===== config.mk =====
export PLATFORM = sky130hd
export DESIGN_NAME = uart_rx_packet_parser
export DESIGN_NICKNAME = d
export VERILOG_FILES = /design/src/rtl/uart_rx_packet_parser.sv
export SDC_FILE = /design/constraint.sdc
export NUM_CORES = 1
export LEC_CHECK = 0
export BUFFER_PORTS_ARGS = -buffer_cell sky130_fd_sc_hd__clkbuf_2
export CAP_MARGIN = 15
export CORE_MARGIN = 5
export CORE_UTILIZATION = 40
export DETAILED_ROUTE_END_ITERATION = 6
export GPL_TIMING_DRIVEN = 1
export PLACE_DENSITY = 0.7
export SLEW_MARGIN = 5
export SYNTH_ARGS = -nofsm -noshare
export SYNTH_HDL_FRONTEND = slang
export SYNTH_SLANG_ARGS = --single-unit

===== constraint.sdc =====
create_clock -name sys_clk -period 3.8 [get_ports sys_clk]
set_input_delay 0.95 -clock sys_clk [delete_from_list [all_inputs] [get_ports sys_clk]]
set_output_delay 0.95 -clock sys_clk [all_outputs]
set_load 0.03 [all_outputs]

===== src/rtl/uart_rx_packet_parser.sv =====
// ============================================================================
// Module  : uart_rx_packet_parser
// Brief   : Byte-stream framer behind a UART receiver. It strips XON/XOFF and
//           escape bytes, parses SOF|LEN|PAYLOAD|CSUM frames and streams the
//           payload out over valid/ready with per-frame status and counters.
// Revision: 1.0 - initial release
// ============================================================================
`default_nettype none

module uart_rx_packet_parser #(
  parameter int FRAME_WIDTH    = 8,
  parameter int MAX_LEN        = 64,
  parameter int TIMEOUT_CYCLES = 40000
) (
  input  logic                   sys_clk,
  input  logic                   reset,
  input  logic [0:FRAME_WIDTH-1] rx_data,
  input  logic                   rx_send,
  output logic                   rx_ready,
  output logic [0:FRAME_WIDTH-1] pkt_data,
  output logic                   pkt_valid,
  input  logic                   pkt_ready,
  output logic                   pkt_last,
  output logic                   pkt_done,
  output logic                   pkt_ok,
  output logic [1:0]             pkt_err,
  output logic [15:0]            good_cnt,
  output logic [15:0]            bad_cnt
);

  localparam int                   IDLE_W    = $clog2(TIMEOUT_CYCLES);
  localparam logic [FRAME_WIDTH-1:0] C_SOF   = FRAME_WIDTH'(8'h7E);
  localparam logic [FRAME_WIDTH-1:0] C_ESC   = FRAME_WIDTH'(8'h7D);
  localparam logic [FRAME_WIDTH-1:0] C_XON   = FRAME_WIDTH'(8'h11);
  localparam logic [FRAME_WIDTH-1:0] C_XOFF  = FRAME_WIDTH'(8'h13);
  localparam logic [FRAME_WIDTH-1:0] C_FLIP  = FRAME_WIDTH'(8'h20);
  localparam logic [FRAME_WIDTH-1:0] C_MAXL  = FRAME_WIDTH'(MAX_LEN);
  localparam logic [IDLE_W-1:0]      C_IDLE  = IDLE_W'(TIMEOUT_CYCLES - 1);
  localparam logic [15:0]            C_SAT   = 16'hFFFF;

  typedef enum logic [1:0] {
    S_HUNT    = 2'd0,
    S_LEN     = 2'd1,
    S_PAYLOAD = 2'd2,
    S_CSUM    = 2'd3
  } state_t;

  state_t                   state_q, state_d;
  logic                     esc_q, esc_d;
  logic [FRAME_WIDTH-1:0]   len_q, len_d;
  logic [FRAME_WIDTH-1:0]   sum_q, sum_d;
  logic [IDLE_W-1:0]        idle_q, idle_d;
  logic [FRAME_WIDTH-1:0]   pkt_data_q, pkt_data_d;
  logic                     pkt_valid_q, pkt_valid_d;
  logic                     pkt_last_q, pkt_last_d;
  logic                     pkt_done_q, pkt_done_d;
  logic                     pkt_ok_q, pkt_ok_d;
  logic [1:0]               pkt_err_q, pkt_err_d;
  logic [15:0]              good_cnt_q, good_cnt_d;
  logic [15:0]              bad_cnt_q, bad_cnt_d;
  logic                     rx_ready_q, rx_ready_d;

  logic                     consume;
  logic [FRAME_WIDTH-1:0]   raw;
  logic [FRAME_WIDTH-1:0]   val;
  logic [FRAME_WIDTH-1:0]   sum_chk;
  logic                     is_flow, is_esc, is_sof, byte_v;
  logic                     good_inc, bad_inc;

  assign consume = rx_send & rx_ready_q;
  assign raw     = rx_data;
  assign is_flow = (raw == C_XON) || (raw == C_XOFF);
  assign is_esc  = (raw == C_ESC);
  // SOF is recognised on the raw byte, so an escaped 0x7E still resyncs
  assign is_sof  = (raw == C_SOF);
  assign byte_v  = consume & ~is_flow & ~is_esc;
  assign val     = esc_q ? (raw ^ C_FLIP) : raw;
  assign sum_chk = sum_q + val;

  always_comb begin
    state_d     = state_q;
    esc_d       = esc_q;
    len_d       = len_q;
    sum_d       = sum_q;
    pkt_data_d  = pkt_data_q;
    pkt_valid_d = pkt_valid_q;
    pkt_last_d  = pkt_last_q;
    pkt_done_d  = 1'b0;
    pkt_ok_d    = 1'b0;
    pkt_err_d   = pkt_err_q;
    good_inc    = 1'b0;
    bad_inc     = 1'b0;
    idle_d      = (state_q == S_HUNT || consume) ? '0 : idle_q + 1'b1;

    if (consume && !is_flow) esc_d = is_esc;
    if (pkt_valid_q && pkt_ready) pkt_valid_d = 1'b0;

    if (byte_v && is_sof && state_q != S_HUNT) begin
      pkt_done_d = 1'b1;
      pkt_err_d  = 2'd3;
      bad_inc    = 1'b1;
      state_d    = S_LEN;
    end else if (byte_v) begin
      case (state_q)
        S_HUNT: if (is_sof) state_d = S_LEN;
        S_LEN: begin
          len_d = val;
          sum_d = val;
          if (val > C_MAXL) begin
            pkt_done_d = 1'b1;
            pkt_err_d  = 2'd2;
            bad_inc    = 1'b1;
            state_d    = S_HUNT;
          end else if (val == '0) begin
            state_d = S_CSUM;
          end else begin
            state_d = S_PAYLOAD;
          end
        end
        S_PAYLOAD: begin
          pkt_data_d  = val;
          pkt_valid_d = 1'b1;
          pkt_last_d  = (len_q == FRAME_WIDTH'(1));
          sum_d       = sum_chk;
          len_d       = len_q - 1'b1;
          if (len_q == FRAME_WIDTH'(1)) state_d = S_CSUM;
        end
        S_CSUM: begin
          pkt_done_d = 1'b1;
          if (sum_chk == '0) begin
            pkt_ok_d  = 1'b1;
            pkt_err_d = 2'd0;
            good_inc  = 1'b1;
          end else begin
            pkt_err_d = 2'd1;
            bad_inc   = 1'b1;
          end
          state_d = S_HUNT;
        end
        default: state_d = S_HUNT;
      endcase
    end else if (state_q != S_HUNT && !consume && idle_q == C_IDLE) begin
      pkt_done_d = 1'b1;
      pkt_err_d  = 2'd3;
      bad_inc    = 1'b1;
      state_d    = S_HUNT;
    end

    good_cnt_d = (good_inc && good_cnt_q != C_SAT) ? good_cnt_q + 1'b1 : good_cnt_q;
    bad_cnt_d  = (bad_inc && bad_cnt_q != C_SAT) ? bad_cnt_q + 1'b1 : bad_cnt_q;
    // Holding off the UART while a payload byte waits keeps one byte in flight
    rx_ready_d = ~pkt_valid_d;
  end

  always_ff @(posedge sys_clk or posedge reset) begin
    if (reset) begin
      state_q     <= S_HUNT;
      esc_q       <= 1'b0;
      len_q       <= '0;
      sum_q       <= '0;
      idle_q      <= '0;
      pkt_data_q  <= '0;
      pkt_valid_q <= 1'b0;
      pkt_last_q  <= 1'b0;
      pkt_done_q  <= 1'b0;
      pkt_ok_q    <= 1'b0;
      pkt_err_q   <= 2'd0;
      good_cnt_q  <= '0;
      bad_cnt_q   <= '0;
      rx_ready_q  <= 1'b0;
    end else begin
      state_q     <= state_d;
      esc_q       <= esc_d;
      len_q       <= len_d;
      sum_q       <= sum_d;
      idle_q      <= idle_d;
      pkt_data_q  <= pkt_data_d;
      pkt_valid_q <= pkt_valid_d;
      pkt_last_q  <= pkt_last_d;
      pkt_done_q  <= pkt_done_d;
      pkt_ok_q    <= pkt_ok_d;
      pkt_err_q   <= pkt_err_d;
      good_cnt_q  <= good_cnt_d;
      bad_cnt_q   <= bad_cnt_d;
      rx_ready_q  <= rx_ready_d;
    end
  end

  assign rx_ready  = rx_ready_q;
  assign pkt_data  = pkt_data_q;
  assign pkt_valid = pkt_valid_q;
  assign pkt_last  = pkt_last_q;
  assign pkt_done  = pkt_done_q;
  assign pkt_ok    = pkt_ok_q;
  assign pkt_err   = pkt_err_q;
  assign good_cnt  = good_cnt_q;
  assign bad_cnt   = bad_cnt_q;

endmodule

`default_nettype wire


Word level (Yosys, flattened, before mapping)
Cells that the tools add are included.

Output and inout bits: 47. Flip-flop bits (word level): 82.

Bitwise operators: 8. Reduce and logical (&&, ||, !) cells: 22. Multiplexer cells: 35. Order comparisons: 1. Add/sub/neg operators: 5. Eq/ne operators: 15.

Operator list (count): $add 16x1->16 const B (3); $ne 16x16->1 const B (2); $pmux 8 s2 (2); $mux 2 (10); $mux 1 (17); $eq 16x16->1 const B (1); $eq 8x5->1 const B (2); $eq 8x7->1 const B (2); $logic_not 8->1 (2); $mux 16 (1); $reduce_and 3->1 (4); $add 8x8->8 (1); $eq 8x1->1 const B (1); $gt 8x7->1 const B (1); $logic_and 1x1->1 (8); $ne 4x4->1 const B (2); $pmux 2 s4 (1); $sub 8x1->8 const B (1); $mux 6 (1); $not 1->1 (5); $eq 2x2->1 const B (2); $ne 4x1->1 const B (1); $ne 4x3->1 const B (1); $pmux 1 s2 (2); 8 further kinds (13).

Logic depth before layout (Yosys ltp)
Word-level depth: 9. Depth in mapped cells: 10. Depth with buffers taken out: 9.

Worst setup path before layout
No wires, ideal clock.

Path kind: input to register. From: input rx_data[7] in the netlist's numbering. To: register good_cnt_q[1], in the netlist good_cnt[1]. Slack: 0.392 ns. Setup time: 0.125 ns. Cell stages on the path: 9. Required time: 3.675 ns. Data arrival time: 3.283 ns. Path buffers: 0. Cells stage by stage: ha_1 fa_1 xnor2_1 nor3b_1 o221ai_2 nor4_4 nand4_4 or2_4 mux2_4.

Word-level cells in the longest chain between the ends: 9. Elaborated cells on any way between the ends: 19. Those cells by class: add/sub: 1; eq/ne: 4; mux: 5; bitwise: 4; reduce/logical: 5.

Ends and longest elaborated chain: start, declared (RTL line 17) `input logic [0:FRAME_WIDTH-1] rx_data,`; parallel branches: the longest is 7 deep, another holds $add 8x8->8; $mux 1 (*) (RTL line 98) `if (byte_v && is_sof && state_q != S_HUNT) begin`; $logic_and 1x1->1 (*) (RTL line 149) `good_cnt_d = (good_inc && good_cnt_q != C_SAT) ? good_cnt_q + 1'b1 : good_cnt_q;`; end signal, assigned (RTL line 183) `good_cnt_q <= good_cnt_d;`; end, declared (RTL line 59) `logic [15:0] good_cnt_q, good_cnt_d;`.

Every way passes the cells marked *. A chain may end at the register's enable or synchronous reset.

Final worst setup path
From: input rx_data[7] in the netlist's numbering. To: register good_cnt_q[7], in the netlist good_cnt[7].

Same word-level chain as after synthesis.

==> flow_summary_export.csv <==
group,metric,value,unit
critical_path,cpLargestDelayFamily,"simple AND/OR/NAND/NOR gates",
yosys,synth_seq_area_share,45.1,%
drt,drt_first_iter_violations,185,
global_routing,grt_antenna_before_repair,0,
yosys,mappedNetlistArea,4550,µm²
pwr,power_density,603,nW/µm²
pwr,clock_group_share_of_total_power,33.2,%
clock_tree,ctsHoldBuffers,0,
drt,ant_nets,0,
job,max_cap_violations,0,
drt,first_pass_iters,4,
finish,final_cell_mix,"sky130_fd_sc_hd__dfrtp_1, sky130_fd_sc_hd__clkbuf_2, sky130_fd_sc_hd__nor2_1",
timing,min_period,3.42,ns
critical_path,timing.critical_path.cells,"clkbuf_2 > ha_1 > fa_1 > xnor2_1 > nor3b_1 > o221ai_2 > nor4_4 > nand4_4 > buf_4 > nor4_2 > xor2_1",
timing,finClkSkew,0.00751,ns
clock_tree,cts.htree.levels,3,
pwr,comb_power_share,31.1,%
finish,layout.cells.most_common,"sky130_fd_sc_hd__dfrtp_1",
timing,maxSlewHeadroom,60.6,%
global_routing,grt-ovfl-total,0,
drt,routed_wire_length_per_instance,15.1,µm
yosys,multiplexer_fraction_of_the_synthesized_cell_area,2.28,%
finish,instances_no_fill,665,
floorplanning,design.core.area,11300,µm²
critical_path,critPathSlowestCell,"sky130_fd_sc_hd__fa_1",
yosys,yosysWarningCount,0,
place,io_buffers,58,
critical_path,cp_num_buf_inv,2,
yosys,yosys_register_bits,82,
yosys,synth_top_cell_by_area,"sky130_fd_sc_hd__dfrtp_1",
pwr,max-vdd-ir-drop,0.000360,V
yosys,synth_cells,449,
clock_tree,cts_root_buf,"sky130_fd_sc_hd__clkbuf_16",
timing,grt_setup_unrepaired,"no",
timing,finalHoldViolCount,0,
clock_tree,cts_tree,"built",
global_routing,grt_start_max_net_pins,63,
floorplanning,die_width,117,µm
global_routing,grt_util_met3,4.25,%
yosys,synth_top_family_by_area,"simple AND/OR/NAND/NOR gates",
timing,achievable-frequency,292,MHz
critical_path,path_max_fanout,10,
global_routing,via_count_of_the_first_global_routing_pass,3648,
critical_path,critical_path_start_end_classification,"primary input to flop",
yosys,yosys.area_share.xor_xnor,9.44,%
floorplanning,initial_core_util,40.3,%
critical_path,crit_arrival,3.69,ns
finish,finalNetCount,547,
drt,routed_wirelength,10.0,mm
finish,multi_input_comb_area,2350,µm²
yosys,synth-async-reset-ratio,100,%
finish,num-fill-cells,1042,
timing,tightest_slew,0.590,ns
yosys,synth-edff-count,0,
finish,layout.area.seq,2050,µm²
global_routing,grt_pass1_wl,17.2,mm
floorplanning,i_o_pin_count,59,
pwr,power.switching,1130,µW
floorplanning,design.die.area,13600,µm²
finish,area_growth_from_synthesis_to_layout,19.4,%
place,dp_hpwl,7.37,mm
global_routing,grtUsageMet1,19.6,%
place,number_of_cells_after_detailed_placement,648,
floorplanning,die-height,117,µm
yosys,yosysUniqueCellTypes,66,
timing,timing.final.setup_violations,0,
global_routing,grtUsageMet2,26.0,%
critical_path,timing.critical_path.from_type,"primary input",
clock_tree,cts_inserted_buffers,9,
timing,final.period_utilization,90.0,%
clock_tree,clk_latency_worst_skew_pair,0.35,ns
yosys,yosys-top-cells-area,"sky130_fd_sc_hd__dfrtp_1, sky130_fd_sc_hd__xor2_1, sky130_fd_sc_hd__ha_1",
hold_path,worst_hold_check_path_type,"flop to flop",
pwr,cellLeakagePower,0.00246,µW
global_routing,globalRoute.busiestLayer,"met2",
yosys,synth_top_area_share,45.1,%
drt,detail_route.vias_per_cell,5.27,
yosys,synth-simple-area-share,21.8,%
outcome,status,"complete, no violations",
global_routing,grt.total_usage,15.9,%
clock_tree,clock-sinks,82,
pwr,p_int,2150,µW
clock_tree,max-clock-path-buffers,2,
place,gp_congestion,0.789,
yosys,dominantRegCellSynth,"sky130_fd_sc_hd__dfrtp_1",
yosys,synth_compound_gate_area_share,13.1,%
yosys,synthesis.area_per_instance,10.1,µm²
finish,drive_above_1_share,23.9,%
clock_tree,postCtsSetupBuffers,0,
drt,drcViolationCount,0,
critical_path,max_stage_delay_on_crit_path,0.44,ns
yosys,synth_fa_ha_area_share,5.12,%
drt,total_via_count_after_detailed_routing,3506,
yosys,synthesis.nets,479,
critical_path,cp-end-kind,"flop",
pwr,power.share.sequential,35.8,%
critical_path,worstPathRequired,4.07,ns
finish,final_core_util,48.2,%
clock_tree,post_cts_resize_count,0,
clock_tree,worst_setup_hold_path_clk_slew,0.06,ns
timing,final_max_slew_viol_count,0,
finish,num_antenna_cells,0,
timing,totalNegativeSetupSlack,0,ns
pwr,power_switching_share,34.5,%
floorplanning,num_rows,39,
## metal layers
| metal | share of wire, % | vias up |
|---|---|---|
| met4 | 2.0 | 0 |
| met5 | 0 | - |
| met1 | 44 | 1704 |
| li1 | - | 1723 |
| met2 | 49 | 61 |
| met3 | 4.3 | 18 |
## kinds of logic (layout without fill, tap and decap cells)
group / after synthesis / in the layout
simple gates: 170 / 170
compound gates: 87 / 87
flops: 82 / 82
xor+xnor: 49 / 49
buf+inv: 34 / 107
fa+ha+maj: 18 / 18
mux: 9 / 9
## power groups by stage
| stage | registers, µW | clock network (µW) | logic (µW) |
|---|---|---|---|
| after CTS | 1170 | 1110 | 1020 |
| after detailed placement | 1190 | 0 | 1020 |
| after global routing | 1200 | 1140 | 1150 |
| after global placement | 1180 | 0 | 983 |
| final | 1170 | 1090 | 1020 |
| after floorplan | 1280 | 0 | 649 |
## worst reg2reg max path: stages, from the launching register on
cell and delay [ns]:
sky130_fd_sc_hd__dfrtp_1 0.38, sky130_fd_sc_hd__ha_1 0.22, sky130_fd_sc_hd__fa_1 0.44, sky130_fd_sc_hd__xnor2_1 0.22, sky130_fd_sc_hd__nor3b_1 0.28, sky130_fd_sc_hd__o221ai_2 0.16
sky130_fd_sc_hd__nor4_4 0.41, sky130_fd_sc_hd__nand4_4 0.17, sky130_fd_sc_hd__buf_4 0.24, sky130_fd_sc_hd__nor4_2 0.28, sky130_fd_sc_hd__xor2_1 0.17
## stage by stage
stage	setup slack, ns	hold slack, ns	area [µm²]	total power [µW]
floorplan	0.392	0.447	4550	1930
global placement	0.133	0.466	5040	2160
detailed placement	0.0609	0.473	5040	2200
CTS	0.399	0.484	5410	3300
global route	0.175	0.508	5430	3490
finish	0.380	0.479	5430	3280
## layout make-up
class | instances | share of cell area [%]
Clock buffer | 10 | 4.40
Multi-Input combinational cell | 333 | 43.3
Clock inverter | 6 | 2.53
Inverter | 21 | 1.47
Tap cell | 143 | 3.29
Timing Repair Buffer | 70 | 7.23
Sequential cell | 82 | 37.8
## cells in the mapped netlist (2+ instances only)
cell type,number
sky130_fd_sc_hd__nor3_2,7
sky130_fd_sc_hd__mux2_2,6
sky130_fd_sc_hd__nand2b_1,5
sky130_fd_sc_hd__o21ai_0,20
sky130_fd_sc_hd__o22a_1,4
sky130_fd_sc_hd__xnor2_1,23
sky130_fd_sc_hd__o31ai_1,3
sky130_fd_sc_hd__a211oi_1,3
sky130_fd_sc_hd__nor3b_2,2
sky130_fd_sc_hd__o21ai_1,5
sky130_fd_sc_hd__clkbuf_1,7
sky130_fd_sc_hd__nor4b_2,3
sky130_fd_sc_hd__inv_1,21
sky130_fd_sc_hd__a21o_1,2
sky130_fd_sc_hd__buf_1,2
sky130_fd_sc_hd__or3_1,2
sky130_fd_sc_hd__and2_1,3
sky130_fd_sc_hd__a21oi_1,18
sky130_fd_sc_hd__o2111ai_1,2
sky130_fd_sc_hd__ha_1,17
sky130_fd_sc_hd__a211oi_2,3
sky130_fd_sc_hd__xor2_1,26
sky130_fd_sc_hd__buf_4,2
sky130_fd_sc_hd__nor3_1,7
sky130_fd_sc_hd__nand2_1,39
sky130_fd_sc_hd__nor2b_1,5
sky130_fd_sc_hd__and3_1,8
sky130_fd_sc_hd__dfrtp_1,82
sky130_fd_sc_hd__or4_1,3
sky130_fd_sc_hd__nand4_1,7
sky130_fd_sc_hd__o22ai_1,2
sky130_fd_sc_hd__nor4_4,3
sky130_fd_sc_hd__nor4_1,5
sky130_fd_sc_hd__o21a_1,2
sky130_fd_sc_hd__nor2_1,46
sky130_fd_sc_hd__nand3_1,15
sky130_fd_sc_hd__nor4_2,3
sky130_fd_sc_hd__a31oi_1,3
sky130_fd_sc_hd__nor3b_1,2
sky130_fd_sc_hd__o211ai_1,5
## sequential cells by signal (all words and copies together) (netlist names)
name,cells
pkt_ok,1
rx_ready,1
good_cnt,16
bad_cnt,16
esc_q,1
pkt_err,2
len_q,8
pkt_last,1
idle_q,16
pkt_data,8
pkt_done,1
sum_q,8
state_q,2
pkt_valid,1
## worst paths after layout
path	slack [ns]	cells past startpoint	startpoint	endpoint
worst max-delay path	0.38	11	rx_data[7]	good_cnt[7]
worst min-delay path	0.48	2	pkt_last	pkt_last
worst max register to register	0.75	10	sum_q[0]	good_cnt[7]
worst min register to register	0.48	2	pkt_last	pkt_last
max in group asynchronous	2.40	4	reset	good_cnt[4]
min in group asynchronous	0.64	2	reset	idle_q[8]
Note: power is estimated with default switching activity, not from simulation.
